<file path="src/rtl/stream_mux4.sv">
// Four-channel valid/ready merger with a registered output and a 2-bit source tag.
// Define STREAM_MUX4_FIXED_PRIO_EN for fixed priority a > b > c > d instead of round-robin.
module stream_mux4 #(
  parameter int DW = 4
) (
  input  logic          clk,
  input  logic          rst_n,
  input  logic [DW-1:0] in_a,
  input  logic [DW-1:0] in_b,
  input  logic [DW-1:0] in_c,
  input  logic [DW-1:0] in_d,
  input  logic          valid_a,
  input  logic          valid_b,
  input  logic          valid_c,
  input  logic          valid_d,
  output logic          ready_a,
  output logic          ready_b,
  output logic          ready_c,
  output logic          ready_d,
  output logic [DW-1:0] out_data,
  output logic [1:0]    out_sel,
  output logic          out_valid,
  input  logic          out_ready
);

  logic [3:0]    valid_vec;
  logic [3:0]    ready_vec;
  logic [1:0]    start_idx;
  logic [1:0]    grant_idx;
  logic          grant_any;
  logic          load_en;
  logic          transfer;
  logic [DW-1:0] grant_data;

`ifndef STREAM_MUX4_FIXED_PRIO_EN
  logic [1:0] last;
`endif

  assign valid_vec = {valid_d, valid_c, valid_b, valid_a};
  assign load_en   = !out_valid || out_ready;

`ifdef STREAM_MUX4_FIXED_PRIO_EN
  assign start_idx = 2'd0;
`else
  assign start_idx = last + 2'd1;
`endif

  // Cyclic search from start_idx; the 2-bit index wraps d->a on its own.
  always_comb begin
    logic [1:0] idx;
    grant_any = 1'b0;
    grant_idx = 2'd0;
    idx       = 2'd0;
    for (int i = 0; i < 4; i++) begin
      idx = start_idx + 2'(i);
      if (!grant_any && valid_vec[idx]) begin
        grant_any = 1'b1;
        grant_idx = idx;
      end
    end
  end

  // Hold ready low during reset so no source word is consumed while the output is cleared.
  always_comb begin
    ready_vec = 4'b0000;
    if (grant_any && load_en && rst_n) begin
      ready_vec[grant_idx] = 1'b1;
    end
  end

  assign ready_a  = ready_vec[0];
  assign ready_b  = ready_vec[1];
  assign ready_c  = ready_vec[2];
  assign ready_d  = ready_vec[3];
  assign transfer = |(ready_vec & valid_vec);

  always_comb begin
    grant_data = '0;
    case (grant_idx)
      2'd0:    grant_data = in_a;
      2'd1:    grant_data = in_b;
      2'd2:    grant_data = in_c;
      default: grant_data = in_d;
    endcase
  end

  always_ff @(posedge clk or negedge rst_n) begin
    if (!rst_n) begin
      out_valid <= 1'b0;
      out_data  <= '0;
      out_sel   <= 2'd0;
    end else if (transfer) begin
      out_valid <= 1'b1;
      out_data  <= grant_data;
      out_sel   <= grant_idx;
    end else if (out_valid && out_ready) begin
      out_valid <= 1'b0;
    end
  end

`ifndef STREAM_MUX4_FIXED_PRIO_EN
  // Reset value 3 gives channel a first priority after reset.
  always_ff @(posedge clk or negedge rst_n) begin
    if (!rst_n) begin
      last <= 2'd3;
    end else if (transfer) begin
      last <= grant_idx;
    end
  end
`endif

endmodule

</file>
<file path="config.mk">
export PLATFORM = sky130hd
export DESIGN_NAME = stream_mux4
export DESIGN_NICKNAME = d
export VERILOG_FILES = /design/src/rtl/stream_mux4.sv
export SDC_FILE = /design/constraint.sdc
export NUM_CORES = 1
export LEC_CHECK = 0
export CAP_MARGIN = 30
export CORE_MARGIN = 5
export CORE_UTILIZATION = 32
export DETAILED_ROUTE_END_ITERATION = 7
export HOLD_SLACK_MARGIN = 0.03
export PLACE_DENSITY_LB_ADDON = 0.15
export SYNTH_ARGS = -nofsm -noshare
export SYNTH_HDL_FRONTEND = slang
export SYNTH_SLANG_ARGS = --single-unit
</file>
<file path="constraint.sdc">
create_clock -name clk -period 5.6 [get_ports clk]
set_clock_uncertainty 0.05 [all_clocks]
set_input_delay 1.12 -clock clk [delete_from_list [all_inputs] [get_ports clk]]
set_output_delay 1.12 -clock clk [all_outputs]
set_load 0.01 [all_outputs]
</file>
======== Word level (Yosys, flattened, before mapping) ========
Index checks and enable logic that the tools add are counted.
storage, ports and cells
  register bits after elaboration ......... 9
  latch bits .............................. 0
  memory bits (writable) .................. 0
  memory bits (read-only) ................. 0
  input port bits ......................... 23
  output and inout bits ................... 11
  logic and storage cells ................. 54
  memories ................................ 0
operators by class
  add/sub/neg operators ................... 4
  $mul .................................... 0
  divide/modulo/power cells ............... 0
  order comparisons ....................... 6
  eq/ne operators ......................... 2
  shifts and indexed selects .............. 0
  muxes and demuxes ....................... 22
  bitwise logic cells ..................... 1
  reductions and logical operators ........ 15
operators with widths
  cell                   number
  $lt A2 B3 Y1 const B   5
  $pmux W4 S3            1
  $mux W1                11
  $bmux W1 S2            4
  $mux W2                4
  $logic_and A1 B1 Y1    7
  $add A2 B1 Y2 const B  2
  $add A2 B2 Y2 const B  2
  $and A4 B4 Y4          1
  $logic_not A1 Y1       4
  $mux W4                1
  $reduce_or A4 Y1       1
  $demux W1 S2           1
  $eq A2 B1 Y1 const B   1
  $eq A2 B2 Y1 const B   1
  $ge A2 B1 Y1 const B   1
  $logic_not A2 Y1       1
  $reduce_bool A2 Y1     1
  $logic_or A1 B1 Y1     1

======== Depth between registers and ports, before layout ========
Gate-level depths: netlist of the first run.
  depth after elaboration ................. 21
  mapped depth ............................ 6
  depth with buffers taken out ............ 5

======== Least setup slack after synthesis of the first run ========
No wires, ideal clock.
  kind .................................... input port to output port
  start point ............................. input valid_b
  end point ............................... output ready_d
  arrival time ............................ 2.190 ns
  required time ........................... 4.430 ns
  path slack .............................. 2.240 ns
  cell stages on the path ................. 5
  path buffers ............................ 1
  path through ............................ or4_4 -> nand3_2 -> or2_2 -> clkbuf_2 -> nor2b_1
between the ends
  word-level cells in the longest chain between the ends .. 17
  elaborated cells between the ends (all ways) .. 30
  those cells by class .................... order compare: 2; mux: 19; reduce/logical: 9
ends and longest elaborated chain
  what                                                                RTL line  text
  start: declaration                                                  13        input logic valid_b,
  $bmux W1 S2                                                         56        if (!grant_any && valid_vec[idx]) begin
  $mux W1 (implied by the code)                                       56
  $mux W1                                                             56
  $logic_not A1 Y1                                                    56
  $logic_and A1 B1 Y1                                                 56
  $mux W1                                                             56
  $logic_not A1 Y1                                                    56
  $logic_and A1 B1 Y1                                                 56
  $mux W1                                                             56
  $logic_not A1 Y1                                                    56
  $logic_and A1 B1 Y1                                                 56
  $mux W2                                                             56
  $lt A2 B3 Y1 (implied by the code) or $ge A2 B1 Y1 (tied branches)  67        ready_vec[grant_idx] = 1'b1;
  $logic_and A1 B1 Y1 (implied by the code)                           67
  $mux W1 (implied by the code)                                       67
  $demux W1 S2                                                        67
  $mux W4 *                                                           66        if (grant_any && load_en && rst_n) begin
  end: declaration                                                    19        output logic ready_d,
Mark *: on every way between the ends. The rest lies on a longest branch, timed or not. The select of a mux whose other input is x is not followed.

======== Worst setup path after layout of the first run ========
  start point ............................. input rst_n
  end point ............................... output ready_c
between the ends
  word-level cells in the longest chain between the ends .. 2
ends and longest elaborated chain
  what                 RTL line  text
  start: declaration   7         input logic rst_n,
  $logic_and A1 B1 Y1  66
  $mux W4              66
  end: declaration     18        output logic ready_c,
Every way passes these cells.

==> results.txt, run 1 <==
main combinational cell family by area after synthesis = simple AND/OR/NAND/NOR gates
register area = 227.7 um^2
Post-CTS Setup Bufs = 0
Max Slew Vio Count = 0
DRC Markers = 0
Total Routing Usage GR = 0.1276
Peak VDD IR = 0.1595 mV
largest net degree at the start of global routing = 14
first-pass GRT wire length = 2697 um
H-tree depth = 1
# setup viols final = 0
Crit path top cell by count = clkdlybuf4s50_1
Seq/Total Area, Yosys = 0.3500
die width = 55.09 um
gpl congestion = 0.7001
Max FO, Critical Path = 11
Post-DP Area = 991.0 um^2
# diodes = 0
total power after layout = 0.2877 mW
Non-Filler Cell Area, Final = 1017 um^2
max cap viols = 0
ranking of synthesized cells by area = dfrtp_1 27%, dfstp_2 8.1%, mux2i_1 7.7%, o211ai_2 7.7%, nand3_1 6.2%
Reg2Reg Launch Point = last[1]$_DFFE_PN1P_
minimum clock period = 4.429 ns
crit path DAT = 3.26 ns
WL per Instance = 12.79 um
commonest non-fill, non-tap cells in the layout = 33 x clkdlybuf4s50_1, 10 x nand2_1, 8 x nand3_1
yosys warns = 0
worst min-delay path class = register to register
PostCTS Resize Cnt = 0
Pleak = 0.4114 nW
Clock Latency Late Sink = 0.25 ns
crit start category = input pin
DRT Wirelength = 1637 um
Netlist cell types = 23
io pins = 34
antenna-violating nets left = 0
Rows = 16
xor and xnor area share after synthesis = 0
Synth Register Bits = 9
total die area = 3035 um^2
Post-Synth Simple-Gate Area = 0.3135
Synth Area in Compound Gates = 0.1481
Worst Setup SP = rst_n
Starting DRT DRC Count = 9
mux cell area share after synthesis = 0.1519
element type at the critical path end = output pin
Worst EP required = 4.43 ns
CP cell instances = clkdlybuf4s50_1, nand3_2, or2_2, nor2_1, clkdlybuf4s50_1
clock sink count = 9
final core utilization = 0.5238
area of the multi-input gates = 399.1 um^2
total number of vias = 599
vias in the first global route = 646
synth-to-layout area growth = 56.35%
drt pass-1 iters = 4
actual slew at the worst max-slew pin = 0.7595 ns
grt total ovfl = 0
initial antenna violation count = 0
hold path start = last[1]$_DFFE_PN1P_
commonest non-fill, non-tap cell in the layout = clkdlybuf4s50_1
Final nets = 125
Syn Nets = 90
DIE HEIGHT = 55.09 um
mapped cell area = 650.6 um^2
Num CTS Buffers = 3
period utilisation layout = 0.7909
Starting Density = 0.3351
Yosys top cell area share = 0.2692
status = complete, no violations
fmax = 0.2258 GHz
CP max stage delay = 0.75 ns
CP max stage cell = clkdlybuf4s50_1
Buffers & Inverters on Critical Path = 2
Syn Inst Count = 67
clk slew on worst S/H paths = 0.06 ns
final setup TNS = 0 ns
Hold Violations, Final = 0
core area = 1942 um^2
area leader, netlist = dfrtp_1
fraction of layout cells with a size suffix above 1 = 0.2079
# port buffers = 33
critical path type = input pin to output pin
Clock Tree Root = clkbuf_4
CTS tree = yes
DPL Wire Length = 1344 um
relative slew slack = 0.4937
number of fill cells = 199
adder and majority gate portion of the synthesized area = 0
RSZ-0062 raised after global routing = false
vias per cell = 4.680
Hold-fix buffers, CTS = 0
PwrDens = 282.8 nW/um^2
CTS Buffer Depth = 2
syn_area_per_cell = 9.711 um^2
CP top delay family = buffers and inverters
-- per-layer routing --
| metal | global-route usage | part of all wire |
|---|---|---|
| met2 | 0.2303 | 0.52 |
| met5 | 0 | 0 |
| met4 | 0.06073 | 0.0086 |
| met1 | 0.1326 | 0.40 |
| met3 | 0.04021 | 0.073 |
-- worst paths after layout --
path	cells past startpoint	slack, ns	end
max	5	1.17	ready_c
max reg2reg	5	3.63	out_data[2]$_DFFE_PN0P_
max in group asynchronous	1	4.03	last[0]$_DFFE_PN1P_
min	2	0.45	last[1]$_DFFE_PN1P_
min reg2reg	2	0.45	last[1]$_DFFE_PN1P_
min in group asynchronous	1	1.13	out_data[0]$_DFFE_PN0P_
-- worst reg2reg max path: cells and delay by family, from the launching register on --
| kind | cells | cell delay (ns) |
|---|---|---|
| flops | 1 | 0.58 |
| simple gates | 1 | 0.11 |
| mux | 1 | 0.43 |
| compound gates | 3 | 0.73 |
-- registers in the layout (all words and copies together) (netlist names) --
register,flops
out_data,4
last,2
out_sel,2
out_valid,1
-- Yosys cell counts (all sizes together) --
library cell  count
nor2b             4
and3b             1
mux2i             5
o211ai            4
or2b              1
nand2            10
buf               2
nand2b            2
or2               2
and3              1
a21oi             2
nor2              7
or4               1
nand3             9
o31ai             1
o221ai            1
dfrtp             7
mux2              4
clkbuf            1
dfstp             2
-- where the power goes --
part	total [mW]	internal, mW	switching, mW
sequential	0.100	0.0867	0.0136
clock	0.0476	0.0273	0.0203
combinational	0.140	0.0789	0.0609
total	0.288	0.193	0.0948
-- logic make-up (layout without fill, tap and decap cells) --
logic type             after synthesis  after routing
multiplexers                         9              9
AND/OR/NAND/NOR                     38             38
AO/OA/AOI/OAI                        8              8
flip-flops                           9              9
buffers and inverters                3             37
-- metrics by stage --
stage                     worst slack [ns]  hold slack, ns  cells
after floorplan                      2.240          0.4230     67
after global placement               1.149          0.4336    124
after detailed placement             1.116          0.4394    124
after CTS                            1.108          0.4559    128
after global routing                0.9889          0.4716    128
final                                1.171          0.4517    128
-- final cells by class --
cell class	count	area share
multi-input combinational	55	0.3924
clock buffer	4	0.02583
sequential	9	0.2239
tap	27	0.03321
timing repair buffer	33	0.3247
(Power assumes the default switching activity.)
==> inputs of run 2 (changes only) <==
Clock period 5.6 ns to 4.01 ns, I/O delays scaled along.
==> results.txt, run 2 (synthesized netlist as in run 1, its figures left out) <==
Starting DRT DRC Count = 7
CTS tree = yes
Hold Violations, Final = 0
H-tree depth = 1
Clock Tree Root = clkbuf_4
first-pass GRT wire length = 2635 um
DPL Wire Length = 1430 um
crit start category = input pin
crit path DAT = 2.83 ns
commonest non-fill, non-tap cell in the layout = clkdlybuf4s50_1
drt pass-1 iters = 4
vias in the first global route = 612
Total Routing Usage GR = 0.1298
fmax = 0.2716 GHz
largest net degree at the start of global routing = 12
period utilisation layout = 0.9183
antenna-violating nets left = 0
worst hold slack = 0.4500 ns
Largest Register = out_data
total die area = 3035 um^2
Max Slew Vio Count = 0
Peak VDD IR = 0.2110 mV
core area = 1942 um^2
status = complete, no violations
vias per cell = 4.723
RSZ-0062 raised after global routing = false
Hold-fix buffers, CTS = 0
relative slew slack = 0.7084
synth-to-layout area growth = 58.65%
Pleak = 0.4210 nW
Largest regs = out_data: 4 flops, last: 2 flops, out_sel: 2 flops
# diodes = 0
actual slew at the worst max-slew pin = 0.4374 ns
PwrDens = 400.7 nW/um^2
initial antenna violation count = 0
PostCTS Resize Cnt = 0
DRC Markers = 0
worst min-delay path class = register to register
hold path start = out_sel[0]$_DFFE_PN0P_
final setup TNS = 0 ns
die width = 55.09 um
clock sink count = 9
gpl congestion = 0.7205
DRT Wirelength = 1731 um
Final nets = 127
grt total ovfl = 0
Post-CTS Setup Bufs = 0
# port buffers = 33
element type at the critical path end = output pin
CTS Buffer Depth = 2
DIE HEIGHT = 55.09 um
clk slew on worst S/H paths = 0.06 ns
commonest non-fill, non-tap cells in the layout = 33 x clkdlybuf4s50_1, 10 x nand2_1, 8 x nand3_1
Max FO, Critical Path = 9
fraction of layout cells with a size suffix above 1 = 0.2233
max cap viols = 0
Num CTS Buffers = 3
number of fill cells = 196
Rows = 16
Reg2Reg Launch Point = last[1]$_DFFE_PN1P_
Worst EP required = 3.16 ns
Starting Density = 0.3351
Clock Latency Late Sink = 0.26 ns
Worst Setup SP = valid_b
minimum clock period = 3.682 ns
io pins = 34
WL per Instance = 13.32 um
critical path type = input pin to output pin
# setup viols final = 0
total number of vias = 614
max reg flops = 4
[run 2: metrics by stage]
| stage | instance area [um^2] | worst slack [ns] | total power, mW | utilization | std cells |
|---|---|---|---|---|---|
| finish | 1032 | 0.3277 | 0.4136 | 0.5316 | 130 |
| global placement | 1006 | 0.3660 | 0.3431 | 0.5180 | 126 |
| global route | 1032 | 0.2370 | 0.4382 | 0.5316 | 130 |
| detailed placement | 1006 | 0.3276 | 0.3466 | 0.5180 | 126 |
| floorplan | 650.6 | 1.286 | 0.2498 | - | 67 |
| CTS | 1032 | 0.3181 | 0.4195 | 0.5316 | 130 |
[run 2: path summary, 6_finish.rpt]
kind,to,slack (ns),cells after the start
min in group asynchronous,out_data[2]$_DFFE_PN0P_,0.83,2
max reg2reg,out_data[2]$_DFFE_PN0P_,2.09,6
max,ready_d,0.33,6
min reg2reg,out_sel[0]$_DFFE_PN0P_,0.45,2
max in group asynchronous,last[1]$_DFFE_PN1P_,2.86,2
min,out_sel[0]$_DFFE_PN0P_,0.45,2
[run 2: routing by layer]
layer / vias up / track usage / part of all wire
li1: 311 / - / -
met1: 276 / 0.1487 / 0.40
met2: 22 / 0.2165 / 0.50
met3: 5 / 0.02681 / 0.070
met4: 0 / 0.08502 / 0.029
met5: - / 0 / 0
[run 2: layout make-up]
type / count / area, um^2 / share of cell area
Tap cell: 27 / 33.78 / 0.03273
Timing Repair Buffer: 35 / 345.3 / 0.3345
Multi-Input combinational cell: 55 / 399.1 / 0.3867
Clock buffer: 4 / 26.28 / 0.02545
Sequential cell: 9 / 227.7 / 0.2206
[run 2: where the power goes]
part           total, mW  internal (mW)  switching (mW)
sequential         0.142          0.121          0.0208
combinational      0.200          0.113          0.0869
clock             0.0715         0.0384          0.0330
[run 2: critical path, stage by stage]
cell and delay (ns):
clkdlybuf4s50_1 0.46, or4_4 0.57, nand3_2 0.18, or2_2 0.26, nor2b_1 0.07, clkdlybuf4s50_1 0.48
==> inputs of run 3 (changes only) <==
Settings changed: DONT_BUFFER_PORTS set to 1, PLACE_DENSITY set to 0.48, PLACE_DENSITY_LB_ADDON 0.15 to not set.
==> results.txt, run 3 (synthesized netlist as in run 1, its figures left out) <==
status = complete, no violations
antenna-violating nets left = 0
WL per Instance = 15.74 um
Reg2Reg Launch Point = last[1]$_DFFE_PN1P_
Worst Setup SP = last[1]$_DFFE_PN1P_
die width = 55.09 um
pre-CTS setup slack = 1.183 ns
PostCTS Resize Cnt = 0
Critical Path End = ready_b
# setup viols final = 0
core area = 1942 um^2
Max FO, Critical Path = 13
clock sink count = 9
PwrDens = 484.4 nW/um^2
r2r endpoint = out_data[2]$_DFFE_PN0P_
Hold-fix buffers, CTS = 0
minimum clock period = 2.785 ns
# port buffers = 0
Final nets = 92
period utilisation layout = 0.6944
grt total ovfl = 0
largest net degree at the start of global routing = 14
DRC Markers = 0
DRT Wirelength = 1495 um
Clock Latency Late Sink = 0.25 ns
fraction of layout cells with a size suffix above 1 = 0.3088
commonest non-fill, non-tap cells in the layout = 10 x nand2_1, 8 x nand3_1, 7 x nor2_1, 7 x dfrtp_1, 5 x mux2i_1
relative slew slack = 0.4980
Largest regs = out_data: 4 flops, last: 2 flops, out_sel: 2 flops
max reg flops = 4
Total Routing Usage GR = 0.1163
worst min-delay path class = input pin to async pin
total die area = 3035 um^2
DIE HEIGHT = 55.09 um
setup ws final = 1.225 ns
critical path type = register to output pin
Rows = 16
fmax = 0.3591 GHz
total number of vias = 480
crit path DAT = 1.93 ns
max cap viols = 0
DPL Wire Length = 1144 um
H-tree depth = 1
actual slew at the worst max-slew pin = 0.7530 ns
Clock Tree Root = clkbuf_4
# diodes = 0
synth-to-layout area growth = 5.577%
vias per cell = 5.053
drt pass-1 iters = 2
Largest Register = out_data
Pleak = 0.2846 nW
RSZ-0062 raised after global routing = false
Starting DRT DRC Count = 9
first-pass GRT wire length = 2435 um
Worst EP required = 3.16 ns
Post-CTS Setup Bufs = 0
CTS Buffer Depth = 2
element type at the critical path end = output pin
clk slew on worst S/H paths = 0.07 ns
vias in the first global route = 521
Num CTS Buffers = 3
initial antenna violation count = 0
R2R Setup Slk = 2.04 ns
Starting Density = 0.3351
io pins = 34
Max Slew Vio Count = 0
Register-to-Register Path Depth = 5
Peak VDD IR = 0.1802 mV
final setup TNS = 0 ns
crit start category = register
CTS tree = yes
commonest non-fill, non-tap cell in the layout = nand2_1
gpl congestion = 0.6652
Hold Violations, Final = 0
==> run 3: critical path: stages, from the launching register on <==
cell,delay (ns)
dfstp_2,0.58
nand2b_1,0.12
a21oi_1,0.07
o221ai_2,0.59
nor2b_1,0.32
==> run 3: worst min-delay path by stage <==
stage	to	slack, ns	cells after the start	from
finish	out_data[3]$_DFFE_PN0P_	0.18	0	rst_n
global route	out_data[3]$_DFFE_PN0P_	0.15	0	rst_n
CTS	out_data[3]$_DFFE_PN0P_	0.17	0	rst_n
detailed placement	last[1]$_DFFE_PN1P_	0.45	2	last[1]$_DFFE_PN1P_
global placement	last[1]$_DFFE_PN1P_	0.44	2	last[1]$_DFFE_PN1P_
floorplan	last[1]$_DFFE_PN1P_	0.42	2	last[1]$_DFFE_PN1P_
==> run 3: layer usage <==
metal	track usage	vias up	wire, um
met5	0	-	0
met4	0.06073	0	13
met3	0.04826	2	144
met2	0.1870	18	689
met1	0.1307	221	648
li1	-	239	-
==> run 3: area by class of cell <==
type	count	area, um^2
clock buffer	4	26.28
multi-input combinational	55	399.1
tap	27	33.78
fill	221	1255
sequential	9	227.7
==> run 3: per-stage QoR <==
stage	instance area (um^2)	power, mW	util	cells	hold slack, ns
2_1_floorplan	650.6	0.2498	-	67	0.4230
3_3_place_gp	660.6	0.2684	0.3402	91	0.4408
3_5_place_dp	660.6	0.2691	0.3402	91	0.4504
4_1_cts	686.9	0.3396	0.3537	95	0.1741
5_1_grt	686.9	0.3602	0.3537	95	0.1547
6_report	686.9	0.3327	0.3537	95	0.1818
==> run 3: report_power, final <==
group          switching [mW]  internal [mW]
Combinational          0.0588         0.0504
Clock                  0.0313         0.0383
Sequential             0.0327          0.121
Total                   0.123          0.210
